**src/rtl/draw_hook_gen_if.sv**
```systemverilog
// Pixel stream from the hook renderer to the frame-buffer writer.
// Valid/ready handshake; one pixel per transfer.
interface draw_hook_gen_if;
    logic        pixel_valid;
    logic        pixel_ready;
    logic [8:0]  pixel_x;
    logic [7:0]  pixel_y;
    logic [11:0] pixel_color;

    modport master (
        output pixel_valid, pixel_x, pixel_y, pixel_color,
        input  pixel_ready
    );

    modport slave (
        input  pixel_valid, pixel_x, pixel_y, pixel_color,
        output pixel_ready
    );
endinterface

```
**src/rtl/draw_hook_gen.sv**
```systemverilog
// Rope-and-hook renderer: rope line from a fixed anchor, then a ring
// with an angular gap around the rope end, streamed with clipping.
module draw_hook_gen #(
    parameter int          ANCHOR_X = 160,
    parameter int          ANCHOR_Y = 45,
    parameter int          RADIUS   = 4,
    parameter int          GAP_DEG  = 40,
    parameter int          SCREEN_W = 320,
    parameter int          SCREEN_H = 240,
    parameter logic [11:0] FG_COLOR = 12'hBBB,
    parameter logic [11:0] BG_COLOR = 12'h000
) (
    input  logic              i_clock,
    input  logic              i_reset,
    input  logic              i_start,
    input  logic [8:0]        i_angle,
    input  logic [8:0]        i_length,
    input  logic              i_erase,
    draw_hook_gen_if.master   pix,
    output logic              o_busy,
    output logic              o_done
);

    typedef enum logic [2:0] {
        S_IDLE, S_LOAD, S_ROPE, S_HOOK, S_DONE
    } state_t;

    localparam logic [6:0]        GAP_K = 7'(GAP_DEG / 5);
    localparam logic signed [10:0] SW_S = 11'(SCREEN_W);
    localparam logic signed [10:0] SH_S = 11'(SCREEN_H);

    state_t r_state, w_next;

    logic [8:0]         r_len, r_n;
    logic [6:0]         r_idx, r_k;
    logic               r_erase;
    logic signed [10:0] r_cx, r_cy;

    logic [8:0]         w_ang_c, w_n, w_ctrig, w_strig;
    logic [6:0]         w_si, w_ci, w_d;
    logic [15:0]        w_px, w_py;
    logic [10:0]        w_ox_u, w_oy_u;
    logic signed [10:0] w_ox, w_oy, w_bx, w_by, w_x, w_y;
    logic               w_cand, w_vis, w_skip, w_valid, w_adv;

    function automatic logic [7:0] f_qlut(input logic [4:0] r);
        case (r)
            5'd0:    f_qlut = 8'd0;
            5'd1:    f_qlut = 8'd11;
            5'd2:    f_qlut = 8'd22;
            5'd3:    f_qlut = 8'd33;
            5'd4:    f_qlut = 8'd44;
            5'd5:    f_qlut = 8'd54;
            5'd6:    f_qlut = 8'd64;
            5'd7:    f_qlut = 8'd73;
            5'd8:    f_qlut = 8'd82;
            5'd9:    f_qlut = 8'd91;
            5'd10:   f_qlut = 8'd98;
            5'd11:   f_qlut = 8'd105;
            5'd12:   f_qlut = 8'd111;
            5'd13:   f_qlut = 8'd116;
            5'd14:   f_qlut = 8'd120;
            5'd15:   f_qlut = 8'd124;
            5'd16:   f_qlut = 8'd126;
            5'd17:   f_qlut = 8'd128;
            5'd18:   f_qlut = 8'd128;
            default: f_qlut = 8'd0;
        endcase
    endfunction

    // {sign, magnitude} of sin(5k deg), folded from the quarter-wave table
    function automatic logic [8:0] f_trig(input logic [6:0] k);
        logic [1:0] q;
        logic [4:0] r;
        if (k < 7'd18) begin
            q = 2'd0; r = 5'(k);
        end else if (k < 7'd36) begin
            q = 2'd1; r = 5'(k - 7'd18);
        end else if (k < 7'd54) begin
            q = 2'd2; r = 5'(k - 7'd36);
        end else begin
            q = 2'd3; r = 5'(k - 7'd54);
        end
        f_trig = {q[1], q[0] ? f_qlut(5'd18 - r) : f_qlut(r)};
    endfunction

    assign w_ang_c = (i_angle >= 9'd360) ? 9'd355 : i_angle;

    assign w_cand = (r_state == S_ROPE) || (r_state == S_HOOK);
    assign w_n    = (r_state == S_HOOK) ? 9'(RADIUS) : r_n;
    assign w_si   = (r_state == S_HOOK) ? r_k : r_idx;
    assign w_ci   = (w_si >= 7'd54) ? w_si - 7'd54 : w_si + 7'd18;

    assign w_ctrig = f_trig(w_ci);
    assign w_strig = f_trig(w_si);
    assign w_px    = {7'd0, w_n} * {8'd0, w_ctrig[7:0]};
    assign w_py    = {7'd0, w_n} * {8'd0, w_strig[7:0]};
    assign w_ox_u  = 11'(w_px >> 7);
    assign w_oy_u  = 11'(w_py >> 7);
    assign w_ox    = w_ctrig[8] ? -$signed(w_ox_u) : $signed(w_ox_u);
    assign w_oy    = w_strig[8] ? -$signed(w_oy_u) : $signed(w_oy_u);

    assign w_bx = (r_state == S_HOOK) ? r_cx : 11'(ANCHOR_X);
    assign w_by = (r_state == S_HOOK) ? r_cy : 11'(ANCHOR_Y);
    assign w_x  = w_bx + w_ox;
    assign w_y  = w_by + w_oy;

    assign w_vis = (w_x >= 11'sd0) && (w_x < SW_S) &&
                   (w_y >= 11'sd0) && (w_y < SH_S);

    // Gap test in 5-degree steps; modular distance handles wrap through 0
    assign w_d    = (r_k >= r_idx) ? r_k - r_idx : r_k + 7'd72 - r_idx;
    assign w_skip = (r_state == S_HOOK) && (w_d <= GAP_K);

    assign w_valid = w_cand && w_vis && !w_skip;
    assign w_adv   = !w_valid || pix.pixel_ready;

    always_ff @(posedge i_clock) begin
        if (i_reset) r_state <= S_IDLE;
        else         r_state <= w_next;
    end

    always_comb begin
        w_next = r_state;
        unique case (r_state)
            S_IDLE:  if (i_start) w_next = S_LOAD;
            S_LOAD:  w_next = S_ROPE;
            S_ROPE:  if (w_adv && r_n == r_len) w_next = S_HOOK;
            S_HOOK:  if (w_adv && r_k == 7'd71) w_next = S_DONE;
            S_DONE:  w_next = S_IDLE;
            default: w_next = S_IDLE;
        endcase
    end

    always_comb begin
        o_busy          = (r_state != S_IDLE);
        o_done          = (r_state == S_DONE);
        pix.pixel_valid = w_valid;
        pix.pixel_x     = w_valid ? w_x[8:0] : 9'd0;
        pix.pixel_y     = w_valid ? w_y[7:0] : 8'd0;
        pix.pixel_color = w_valid ? (r_erase ? BG_COLOR : FG_COLOR) : 12'd0;
    end

    always_ff @(posedge i_clock) begin
        if (i_reset) begin
            r_len   <= 9'd0;
            r_n     <= 9'd0;
            r_idx   <= 7'd0;
            r_k     <= 7'd0;
            r_erase <= 1'b0;
            r_cx    <= 11'sd0;
            r_cy    <= 11'sd0;
        end else begin
            unique case (r_state)
                S_LOAD: begin
                    r_len   <= i_length;
                    r_erase <= i_erase;
                    r_idx   <= 7'(w_ang_c / 9'd5);
                    r_n     <= 9'd0;
                    r_k     <= 7'd0;
                end
                S_ROPE: begin
                    if (w_adv) begin
                        if (r_n == r_len) begin
                            r_cx <= w_x;
                            r_cy <= w_y;
                        end else begin
                            r_n <= r_n + 9'd1;
                        end
                    end
                end
                S_HOOK: begin
                    if (w_adv && r_k != 7'd71) r_k <= r_k + 7'd1;
                end
                default: begin
                end
            endcase
        end
    end

endmodule

```
**src/flat_wrapper.sv**
```systemverilog
// flat-port wrapper written by rule: the top's interface ports become plain ports
module draw_hook_gen_flat 
#(
    parameter int          ANCHOR_X = 160,
    parameter int          ANCHOR_Y = 45,
    parameter int          RADIUS   = 4,
    parameter int          GAP_DEG  = 40,
    parameter int          SCREEN_W = 320,
    parameter int          SCREEN_H = 240,
    parameter logic [11:0] FG_COLOR = 12'hBBB,
    parameter logic [11:0] BG_COLOR = 12'h000
)
  (i_clock, i_reset, i_start, i_angle, i_length, i_erase, o_busy, o_done, pix_pixel_valid, pix_pixel_x, pix_pixel_y, pix_pixel_color, pix_pixel_ready);
  draw_hook_gen_if pix_i ();
  input  logic i_clock;
  input  logic i_reset;
  input  logic i_start;
  input  logic [8:0] i_angle;
  input  logic [8:0] i_length;
  input  logic i_erase;
  output logic o_busy;
  output logic o_done;
  output wire logic [$bits(pix_i.pixel_valid)-1:0] pix_pixel_valid;
  output wire logic [$bits(pix_i.pixel_x)-1:0] pix_pixel_x;
  output wire logic [$bits(pix_i.pixel_y)-1:0] pix_pixel_y;
  output wire logic [$bits(pix_i.pixel_color)-1:0] pix_pixel_color;
  input wire logic [$bits(pix_i.pixel_ready)-1:0] pix_pixel_ready;
  assign pix_pixel_valid = pix_i.pixel_valid;
  assign pix_pixel_x = pix_i.pixel_x;
  assign pix_pixel_y = pix_i.pixel_y;
  assign pix_pixel_color = pix_i.pixel_color;
  assign pix_i.pixel_ready = pix_pixel_ready;
  draw_hook_gen #(.ANCHOR_X(ANCHOR_X), .ANCHOR_Y(ANCHOR_Y), .RADIUS(RADIUS), .GAP_DEG(GAP_DEG), .SCREEN_W(SCREEN_W), .SCREEN_H(SCREEN_H), .FG_COLOR(FG_COLOR), .BG_COLOR(BG_COLOR)) u_core (.i_clock(i_clock), .i_reset(i_reset), .i_start(i_start), .i_angle(i_angle), .i_length(i_length), .i_erase(i_erase), .pix(pix_i), .o_busy(o_busy), .o_done(o_done));
endmodule
```
**config.mk**
```make
export PLATFORM = sky130hd
export DESIGN_NAME = draw_hook_gen_flat
export DESIGN_NICKNAME = d
export VERILOG_FILES = /design/src/rtl/draw_hook_gen_if.sv /design/src/rtl/draw_hook_gen.sv /design/src/flat_wrapper.sv
export SDC_FILE = /design/constraint.sdc
export NUM_CORES = 1
export LEC_CHECK = 0
export CELL_PAD_IN_SITES_DETAIL_PLACEMENT = 0
export CELL_PAD_IN_SITES_GLOBAL_PLACEMENT = 1
export CORE_MARGIN = 8
export CORE_UTILIZATION = 51
export DETAILED_ROUTE_END_ITERATION = 10
export PLACE_DENSITY_LB_ADDON = 0.1
export RECOVER_POWER = 50
export SLEW_MARGIN = 40
export SYNTH_ARGS = -nofsm -noshare
export SYNTH_HDL_FRONTEND = slang
export SYNTH_SLANG_ARGS = --single-unit
```
**constraint.sdc**
```tcl
create_clock -name i_clock -period 26.2 [get_ports i_clock]
set_clock_uncertainty 0.05 [all_clocks]
set_input_delay 2.62 -clock i_clock [delete_from_list [all_inputs] [get_ports i_clock]]
set_output_delay 2.62 -clock i_clock [all_outputs]
set_load 0.02 [all_outputs]
```
==> results.toml <==
[worst_hold_path]
min_from = "u_core.r_len[1]"
min_path_type = "reg2reg"

[global_routing]
grt_pass1_vias = 11600
grt_pass1_wl_um = 58900
use_met2_pct = 38.5
use_met3_pct = 2.44
grtUsageTotal_pct = 23.1
grt_max_degree = 62
overflow = 0
antenna_found_initial = 0
met1_usage_pct = 31.0
grt_most_used_layer = "met2"

[final_layout]
diodes = 0
nets = 1904
drive_gt1_share_pct = 4.68
final_util_pct = 55.4
area_growth_pct = 6.41

[pwr]
fin_total_pwr_mw = 1.53
ir_drop_mv = 0.0873
p_leak_nw = 6.00
p_per_area_nw_per_um2 = 113

[setup_path]
cpPeakStageDelay_ps = 1240
required_ps = 23530
path_class = "reg2out"
worst-path-max-fanout = 44
path_common_cell = "a21oi_1"
timing.rr.start = "u_core.r_state[1]"
critPathLaunch = "u_core.r_state[1]"
slowest_stage = "nand3b_1"
arrival_ps = 17270
start_kind = "flop"
worst_setup_path_end_kind = "output pin"

[timing]
max-slew-margin-rel_pct = -58.4
fin_ws_ps = 6260
finalHoldViolations = 0
fmax_mhz = 50.2
rsz0062_at_grt = "false"
period_share_pct = 76.1
whs_ps = 415
finalSetupTns_ps = 0
drv_slew = 156
tightest_slew_ps = 2380
setup_viol = 0
fin_crit_ps = 19940

[cts]
clkTransAtPathRegs_ps = 50
post_cts_buffers = 0
cts_sinks = 58
cts_htree_levels = 3
numCtsBuffers = 9
clockBufferDepth = 2
cts_tree = "done"
cts_resized = 0
cts-root-buf = "clkbuf_16"
clock_latency_ps = 330
cts_hold_buf = 0

[detailed_routing]
num_vias = 11900
vias_per_cell = 5.99
drc = 0
first_pass_iters = 5
routed_wl_um = 35100
ant_nets = 0
wl_per_cell_um = 17.6
drt_iter0_drc = 944

[floorplan]
initial_core_util_pct = 52.0
pin_count = 55
fp.dieH_um = 174
dieArea_um2 = 30200
fp-row-count = 57
die_x_um = 174
core_area_um2 = 24400

[synthesis]
synth_edf_count = 0
synth_top_area_share_pct = 13.9
synthTopCellsByCount = "nor2_1 (168), inv_1 (159), nand2_1 (159)"
yosys-top-cells-area = "fa_1 (14%), ha_1 (13%), dfxtp_1 (9.2%), nor2_1 (5.0%), inv_1 (4.7%)"
synth_area_um2 = 12700
syn_inst = 1687
syn_area_per_cell_um2 = 7.52
async_flop_share_pct = 0
yosys.area.top_type = "fa_1"
synth_seq_cells = 58
ys_seq_area_share_pct = 9.15
yosysMostFrequentCell = "nor2_1"
synth.distinct_cells = 103
yosys_warnings = 0
synth_ff_type = "dfxtp_1"

[placed_design]
routabilityCongestion = 0.941
dpl.hpwl_um = 27600
dpl_worst_slack_ps = 8220
port_buffers = 51

[run]
max_cap_violations = 3

[outcome]
status = "complete, but fails checks"
violations = "max-capacitance violations, max-slew violations"
-- worst max-delay path, delay by kind of cell, from the launching register on --
kind                     cells  cell delay [ps]
AND/OR/NAND/NOR             13             4340
AO/OA/AOI/OAI               20             5190
adder cells (fa/ha/maj)      9             3950
buffers and inverters        8             1740
XOR/XNOR                     4             1150
flip-flops                   1              540
-- worst paths after layout --
kind	to	slack, ps	cells past startpoint
hold reg to reg	u_core.r_len[1]	420	2
hold / removal	u_core.r_len[1]	420	2
setup / recovery	pix_pixel_color[4]	6260	54
setup reg to reg	u_core.r_cy[9]	8250	53
-- routing by layer --
layer	vias up	part of all wire, %	wire, µm
met5	-	0	0
met4	0	2.2	755
met3	42	4.8	1700
met2	348	47	16400
met1	5734	46	16300
li1	5801	-	-
-- sequential cells by signal, indices dropped and copies added (netlist names) --
signal / flops
u_core.r_idx: 7
u_core.r_erase: 1
u_core.r_n: 9
u_core.r_cy: 11
u_core.r_state: 3
u_core.r_k: 7
u_core.r_cx: 11
u_core.r_len: 9
-- report_power, final --
group | switching [mW] | internal [mW]
sequential | 0.0219 | 0.101
combinational | 0.849 | 0.442
clock | 0.0422 | 0.0713
-- placed cells by master (no fill, tap or decap), types with 47 or more instances in the layout --
| cell type | synthesis | final |
|---|---|---|
| nor2_1 | 168 | 167 |
| inv_1 | 159 | 159 |
| nand2_1 | 159 | 159 |
| ha_1 | 132 | 132 |
| a21oi_1 | 114 | 114 |
| fa_1 | 88 | 88 |
| o21ai_0 | 70 | 75 |
| xnor2_1 | 64 | 64 |
| dfxtp_1 | 58 | 58 |
| clkdlybuf4s50_1 | 0 | 47 |
-- metrics by stage --
stage	cells	instance area, µm²
floorplan	1689	12700
global placement	1974	13200
detailed placement	1974	13200
CTS	1990	13500
global route	1990	13500
finish	1990	13500
-- logic make-up after synthesis --
family / Yosys count / share of synthesized area (%)
flops: 58 / 9.15
xor+xnor: 90 / 6.32
mux: 20 / 1.98
compound gates: 400 / 21.5
simple gates: 636 / 25.4
fa+ha+maj: 221 / 27.0
other cells: 1 / 0.0296
buf+inv: 261 / 8.59
-- cell type report --
class | instances | area (µm²)
Clock buffer | 12 | 267
Clock inverter | 4 | 25.0
Fill cell | 2402 | 10900
Inverter | 161 | 607
Multi-Input combinational cell | 1370 | 10500
Sequential cell | 58 | 1160
Tap cell | 324 | 405
Timing Repair Buffer | 61 | 573
Note: power is estimated with default switching activity, not from simulation.
